File: src/rtl/stopwatch_ctrl.sv
// Stopwatch control: debounced start/clear/lap buttons drive an IDLE/RUN/STOP/LAP FSM producing CE, CLR and HOLD.
// Latency: a clean raw button edge reaches CE/state DEB_CYCLES+3 CLK edges later; CLR starts the cycle after a clear event.
// Backpressure: none; buttons are free-running levels and outputs are unconditional registered levels.
// Optional lap feature: define STOPWATCH_LAP_EN to build the lap debouncer and make the LAP state reachable.

// Per-button conditioning: 2-flop synchronizer, counting debouncer, rising-edge press pulse.
module stopwatch_debounce #(
    parameter int DEB_CYCLES = 50000
) (
    input  logic clk,
    input  logic rst,
    input  logic btn,
    output logic press
);

    localparam logic [15:0] DEB_LAST = 16'(DEB_CYCLES - 1);

    logic        sync_1;
    logic        sync_2;
    logic        level;
    logic        level_d;
    logic [15:0] deb_cnt;

    // Bring the asynchronous button into the CLK domain.
    always_ff @(posedge clk or posedge rst) begin
        if (rst) begin
            sync_1 <= 1'b0;
            sync_2 <= 1'b0;
        end else begin
            sync_1 <= btn;
            sync_2 <= sync_1;
        end
    end

    // Count consecutive samples that disagree with the accepted level; accept the new level
    // once DEB_CYCLES disagreeing samples in a row have been seen.
    always_ff @(posedge clk or posedge rst) begin
        if (rst) begin
            level   <= 1'b0;
            deb_cnt <= 16'd0;
        end else if (sync_2 == level) begin
            deb_cnt <= 16'd0;
        end else if (deb_cnt == DEB_LAST) begin
            level   <= sync_2;
            deb_cnt <= 16'd0;
        end else begin
            deb_cnt <= deb_cnt + 16'd1;
        end
    end

    // Delayed copy of the debounced level for edge detection.
    always_ff @(posedge clk or posedge rst) begin
        if (rst) begin
            level_d <= 1'b0;
        end else begin
            level_d <= level;
        end
    end

    // One-cycle press event on the debounced rising edge only; releases produce nothing.
    assign press = level & ~level_d;

endmodule

module stopwatch_ctrl #(
    parameter int DEB_CYCLES = 50000,
    parameter int CLR_CYCLES = 16
) (
    input  logic       CLK,
    input  logic       R,
    input  logic       btnStart,
    input  logic       btnClear,
    input  logic       btnLap,
    output logic       CE,
    output logic       CLR,
    output logic       HOLD,
    output logic [1:0] state
);

    typedef enum logic [1:0] {
        IDLE = 2'b00,
        RUN  = 2'b01,
        STOP = 2'b10,
        LAP  = 2'b11
    } state_t;

    // CLR is already high on the load cycle, so the counter holds the remaining extra cycles.
    localparam logic [7:0] CLR_LOAD = 8'(CLR_CYCLES - 1);

    state_t     cur_state;
    state_t     nxt_state;
    logic       start_ev;
    logic       clear_ev;
    logic       lap_ev;
    logic       clr_fire;
    logic [7:0] clr_cnt;

    stopwatch_debounce #(.DEB_CYCLES(DEB_CYCLES)) u_deb_start (
        .clk   (CLK),
        .rst   (R),
        .btn   (btnStart),
        .press (start_ev)
    );

    stopwatch_debounce #(.DEB_CYCLES(DEB_CYCLES)) u_deb_clear (
        .clk   (CLK),
        .rst   (R),
        .btn   (btnClear),
        .press (clear_ev)
    );

`ifdef STOPWATCH_LAP_EN
    stopwatch_debounce #(.DEB_CYCLES(DEB_CYCLES)) u_deb_lap (
        .clk   (CLK),
        .rst   (R),
        .btn   (btnLap),
        .press (lap_ev)
    );
`else
    // Lap button is not conditioned in this build; the name keeps the dangling input quiet.
    logic lap_unused;
    assign lap_unused = btnLap;
    assign lap_ev     = 1'b0;
`endif

    // Next-state decode; start beats clear beats lap, and a losing event in the same cycle is dropped.
    always_comb begin
        nxt_state = cur_state;
        clr_fire  = 1'b0;
        case (cur_state)
            IDLE: begin
                if (start_ev) begin
                    nxt_state = RUN;
                end else if (clear_ev) begin
                    clr_fire = 1'b1;
                end
            end
            RUN: begin
                if (start_ev) begin
                    nxt_state = STOP;
                end else if (lap_ev) begin
                    nxt_state = LAP;
                end
            end
            STOP: begin
                if (start_ev) begin
                    nxt_state = RUN;
                end else if (clear_ev) begin
                    nxt_state = IDLE;
                    clr_fire  = 1'b1;
                end
            end
            LAP: begin
`ifdef STOPWATCH_LAP_EN
                if (start_ev) begin
                    nxt_state = STOP;
                end else if (lap_ev) begin
                    nxt_state = RUN;
                end
`else
                // LAP cannot be entered without the lap feature; fall back to IDLE.
                nxt_state = IDLE;
`endif
            end
            default: begin
                nxt_state = IDLE;
            end
        endcase
    end

    // State register plus CE/HOLD registered from the next state so they change with it.
    always_ff @(posedge CLK or posedge R) begin
        if (R) begin
            cur_state <= IDLE;
            CE        <= 1'b0;
        end else begin
            cur_state <= nxt_state;
            CE        <= (nxt_state == RUN) || (nxt_state == LAP);
        end
    end

`ifdef STOPWATCH_LAP_EN
    // Display freeze follows the LAP state.
    always_ff @(posedge CLK or posedge R) begin
        if (R) begin
            HOLD <= 1'b0;
        end else begin
            HOLD <= (nxt_state == LAP);
        end
    end
`else
    assign HOLD = 1'b0;
`endif

    // CLR pulse stretcher: a clear event (re)loads the down-counter, CLR stays high until it drains.
    always_ff @(posedge CLK or posedge R) begin
        if (R) begin
            clr_cnt <= 8'd0;
            CLR     <= 1'b0;
        end else if (clr_fire) begin
            clr_cnt <= CLR_LOAD;
            CLR     <= 1'b1;
        end else if (clr_cnt != 8'd0) begin
            clr_cnt <= clr_cnt - 8'd1;
            CLR     <= 1'b1;
        end else begin
            CLR     <= 1'b0;
        end
    end

    assign state = cur_state;

endmodule

File: config.mk
export PLATFORM = sky130hd
export DESIGN_NAME = stopwatch_ctrl
export DESIGN_NICKNAME = d
export VERILOG_FILES = /design/src/rtl/stopwatch_ctrl.sv
export SDC_FILE = /design/constraint.sdc
export NUM_CORES = 1
export LEC_CHECK = 0
export CAP_MARGIN = 20
export CORE_MARGIN = 2
export CORE_UTILIZATION = 55
export DETAILED_ROUTE_END_ITERATION = 10
export PLACE_DENSITY = 0.84
export SKIP_CTS_REPAIR_TIMING = 1
export SLEW_MARGIN = 25
export SYNTH_ARGS = -nofsm -noshare
export SYNTH_HDL_FRONTEND = slang
export SYNTH_HIERARCHICAL = 1
export SYNTH_SLANG_ARGS = --single-unit
export TNS_END_PERCENT = 20
File: constraint.sdc
create_clock -name CLK -period 2.2 [get_ports CLK]
set_clock_uncertainty 0.1 [all_clocks]
set_input_delay 0.33 -clock CLK [delete_from_list [all_inputs] [get_ports CLK]]
set_output_delay 0.33 -clock CLK [all_outputs]
set_load 0.03 [all_outputs]
==> reports/metrics.cfg <==
[outcome]
status = finished, final reports clean

[yosys]
syn_area_per_cell_sq_um = 10.9
yosys.cell_types.count = 46
synth.yosys.warnings = 6
synth_flop_type = dfrtp_1
synth_seq_area_share_pct = 48.2
synth_edf_count = 0
synth-seq-cells = 51
syn_nets = 251
post_synth_inst_count = 242
post_synth_instance_area_sq_mm = 0.00265
async_reset_ff_share_pct = 100

[floorplan]
die-area_sq_mm = 0.00539
fp-row-count = 25
fp.dieW_um = 73.4
die_height_um = 73.4
pin_count = 10
coreArea_sq_mm = 0.00469
initial_utilization_pct = 56.5

[worst_setup_path]
path_class = register to output pin
worst_setup_path_start_kind = register
levels_on_crit_path = 1
cp_data_required_time_ns = 1.77
rr_startpoint = u_deb_start/deb_cnt[0]
regToRegSetupSlack_ns = 0.37
setup.worst_path.start = state[0]
endpoint_kind = output pin
critical_path.cell_chain = clkdlybuf4s50_1
worst-endpoint-arrival_ns = 1.47
rr_endpoint = u_deb_start/deb_cnt[8]
cell_type_group_with_the_largest_total_delay_on_the_critical_path = buffers and inverters
cp_num_buf_inv = 1
cell_depth_of_the_worst_flop_to_flop_path = 5
max_stage_delay_ns = 0.71
crit_fanout = 7
cp-endpoint = state[0]
slowest_stage = clkdlybuf4s50_1

[sta]
rsz0062_at_grt = false
worstMarginPinSlew_ns = 0.546
timing.final.setup_violations = 0
slew_headroom_pct = 62.7
achievable-frequency_mhz = 526
share_of_the_clock_period_used_by_the_worst_path_pct = 86.3
timing.setup.tns_ns = 0
timing.final.max_slew_violations = 0
final-hold-violation-count = 0
timing.final.crit_period_ns = 1.90

[cts]
clock_path_buffers = 2
clk-insertion-delay-late_ns = 0.31
cts.reportedPaths.clkPinSlew_ns = 0.08
clock_sinks = 51
cts.htree.levels = 2
cts_tree = built
tritoncts.num_buffers = 5
root_buffer = clkbuf_8

[routing]
drt_drc_violations_left = 0
dr.pass1.iters = 4
via_count = 1749
avgViaCountPerCell = 5.77
drt_iter0_drc = 83
drtAntennaViolNets = 0
route.detailed.wl_per_inst_um = 14.7
drt_wl_total_mm = 4.46

[power]
power.combinational.fraction_pct = 3.1
total_power_mw = 1.78
power_switching_share_pct = 20.3
sequentialPowerShare_pct = 54.2
p_leak_nw = 1.25
clock_power_share_pct = 42.7
max-vdd-ir-drop_v = 0.000412
pwr_density_cell_mw_per_mm2 = 624
cell_internal_pwr_mw = 1.42
switching_power_mw = 0.361

[finish]
drive_above_1_share_pct = 16.1
mostFrequentLayoutCell = dfrtp_1
layout-area-overhead-vs-synth_pct = 7.65
seq_area_sq_mm = 0.00128
post_layout_nonfiller_instances = 303
fin_util_pct = 60.8
num-fill-cells = 373
multi_input_area_sq_mm = 0.00125
layout.nets = 257
final_cell_mix = 51 x dfrtp_1, 32 x nor2_1, 18 x xnor2_1
diodes = 0

[placed_design]
place_hpwl_mm = 3.09
placedCellCount = 295
numPortBuffers = 7
finalWeightedCongestion = 0.819

[global_routing]
grt_overflow_total = 0
via_count_of_the_first_global_routing_pass = 1717
grt_antenna_before_repair = 0
grt_usage_pct = 19.3
maximum_number_of_pins_on_one_net_before_global_route_repair = 21
wire_length_of_the_first_global_routing_pass_mm = 7.99

[worst_hold_path]
min_path_type = register to register

[run]
max_cap_viols = 0

## synthesized netlist by cell type, types with 2 or more instances
| master | count | share of area (%) |
|---|---|---|
| o21ai_0 | 6 | 1.1 |
| and2_1 | 3 | 0.71 |
| nand4_2 | 2 | 0.94 |
| nor4b_2 | 2 | 1.1 |
| buf_6 | 4 | 1.7 |
| nor2_2 | 4 | 0.94 |
| nor3b_1 | 2 | 0.57 |
| nor3_1 | 4 | 0.76 |
| and3_2 | 2 | 0.57 |
| ha_1 | 4 | 1.9 |
| and4_1 | 2 | 0.66 |
| xor2_1 | 12 | 4.0 |
| and3_1 | 4 | 0.94 |
| a21oi_1 | 5 | 0.94 |
| nand2_1 | 5 | 0.71 |
| nand2_2 | 2 | 0.47 |
| nor2_1 | 32 | 4.5 |
| and4bb_1 | 2 | 0.94 |
| nand4_4 | 2 | 1.6 |
| nand3_4 | 2 | 1.3 |
| mux2_2 | 3 | 1.3 |
| nand4_1 | 10 | 2.4 |
| inv_1 | 8 | 1.1 |
| nor4bb_1 | 2 | 0.76 |
| nor2b_1 | 3 | 0.71 |
| nor4_2 | 6 | 2.8 |
| mux2i_1 | 3 | 1.1 |
| nand2b_1 | 3 | 0.71 |
| dfrtp_1 | 51 | 48 |
| buf_4 | 6 | 1.7 |
| xnor2_1 | 18 | 6.0 |
| nor4_1 | 4 | 0.94 |
| nand3_1 | 11 | 2.1 |
## metal layers
metal  up-vias  part of all wire (%)  GRT usage (%)
met1       846                    46           25.6
met5         -                     0              0
met2        39                    48           30.7
met3         9                   4.0           4.80
li1        855                     -              -
met4         0                   1.4           6.87
## cell families after synthesis
family                     Yosys count  synth area share, %
and+or+nand+nor                    116                 29.4
DFF                                 51                 48.2
buffers and inverters               19                 4.68
other                                1                0.142
adders and majority gates            4                 1.89
muxes                                6                 2.41
AOI/OAI and AO/OA                   15                 3.40
xor gates and xnor gates            30                 9.92
## worst min-delay path by stage
stage / end / cells after the start / from / slack (ns)
after floorplan: CLR / 1 / R / 0.08
after global placement: u_deb_clear/sync_2 / 0 / u_deb_clear/sync_1 / 0.23
after detailed placement: u_deb_clear/sync_2 / 0 / u_deb_clear/sync_1 / 0.23
after CTS: u_deb_clear/sync_2 / 0 / u_deb_clear/sync_1 / 0.26
after global routing: u_deb_start/sync_2 / 0 / u_deb_start/sync_1 / 0.28
final: u_deb_clear/sync_2 / 0 / u_deb_clear/sync_1 / 0.25
## power groups by stage
| stage | sequential (mW) | clock [mW] | combinational, mW |
|---|---|---|---|
| after floorplan | 0.981 | 0 | 0.0425 |
| after global placement | 0.982 | 0 | 0.0564 |
| after detailed placement | 0.984 | 0 | 0.0558 |
| after CTS | 0.965 | 0.777 | 0.0572 |
| after global routing | 0.969 | 0.819 | 0.0649 |
| final | 0.965 | 0.760 | 0.0555 |
## layout make-up
class,count,area share [%]
Multi-Input combinational cell,172,43.8
Clock buffer,5,2.41
Clock inverter,3,2.37
Sequential cell,51,44.8
Inverter,8,1.05
Timing Repair Buffer,10,3.25
Tap cell,54,2.37
## per-stage QoR
step | setup WS (ns) | area [sq um] | hold slack (ns)
6_report | 0.301 | 2850 | 0.253
3_3_place_gp | 0.435 | 2720 | 0.233
5_1_grt | 0.229 | 2850 | 0.278
4_1_cts | 0.289 | 2850 | 0.256
2_1_floorplan | 0.508 | 2650 | 0.0824
3_5_place_dp | 0.378 | 2720 | 0.235
## sequential cells by signal, summed over array words and instances, names as in the netlist
register,count
state,2
u_deb_start/sync_1,1
u_deb_clear/sync_1,1
clr_cnt,8
u_deb_start/sync_2,1
u_deb_start/level_d,1
CLR,1
u_deb_start/deb_cnt,16
u_deb_clear/level_d,1
u_deb_clear/sync_2,1
u_deb_clear/level,1
u_deb_clear/deb_cnt,16
u_deb_start/level,1
Power figures use the tool's default switching activity.
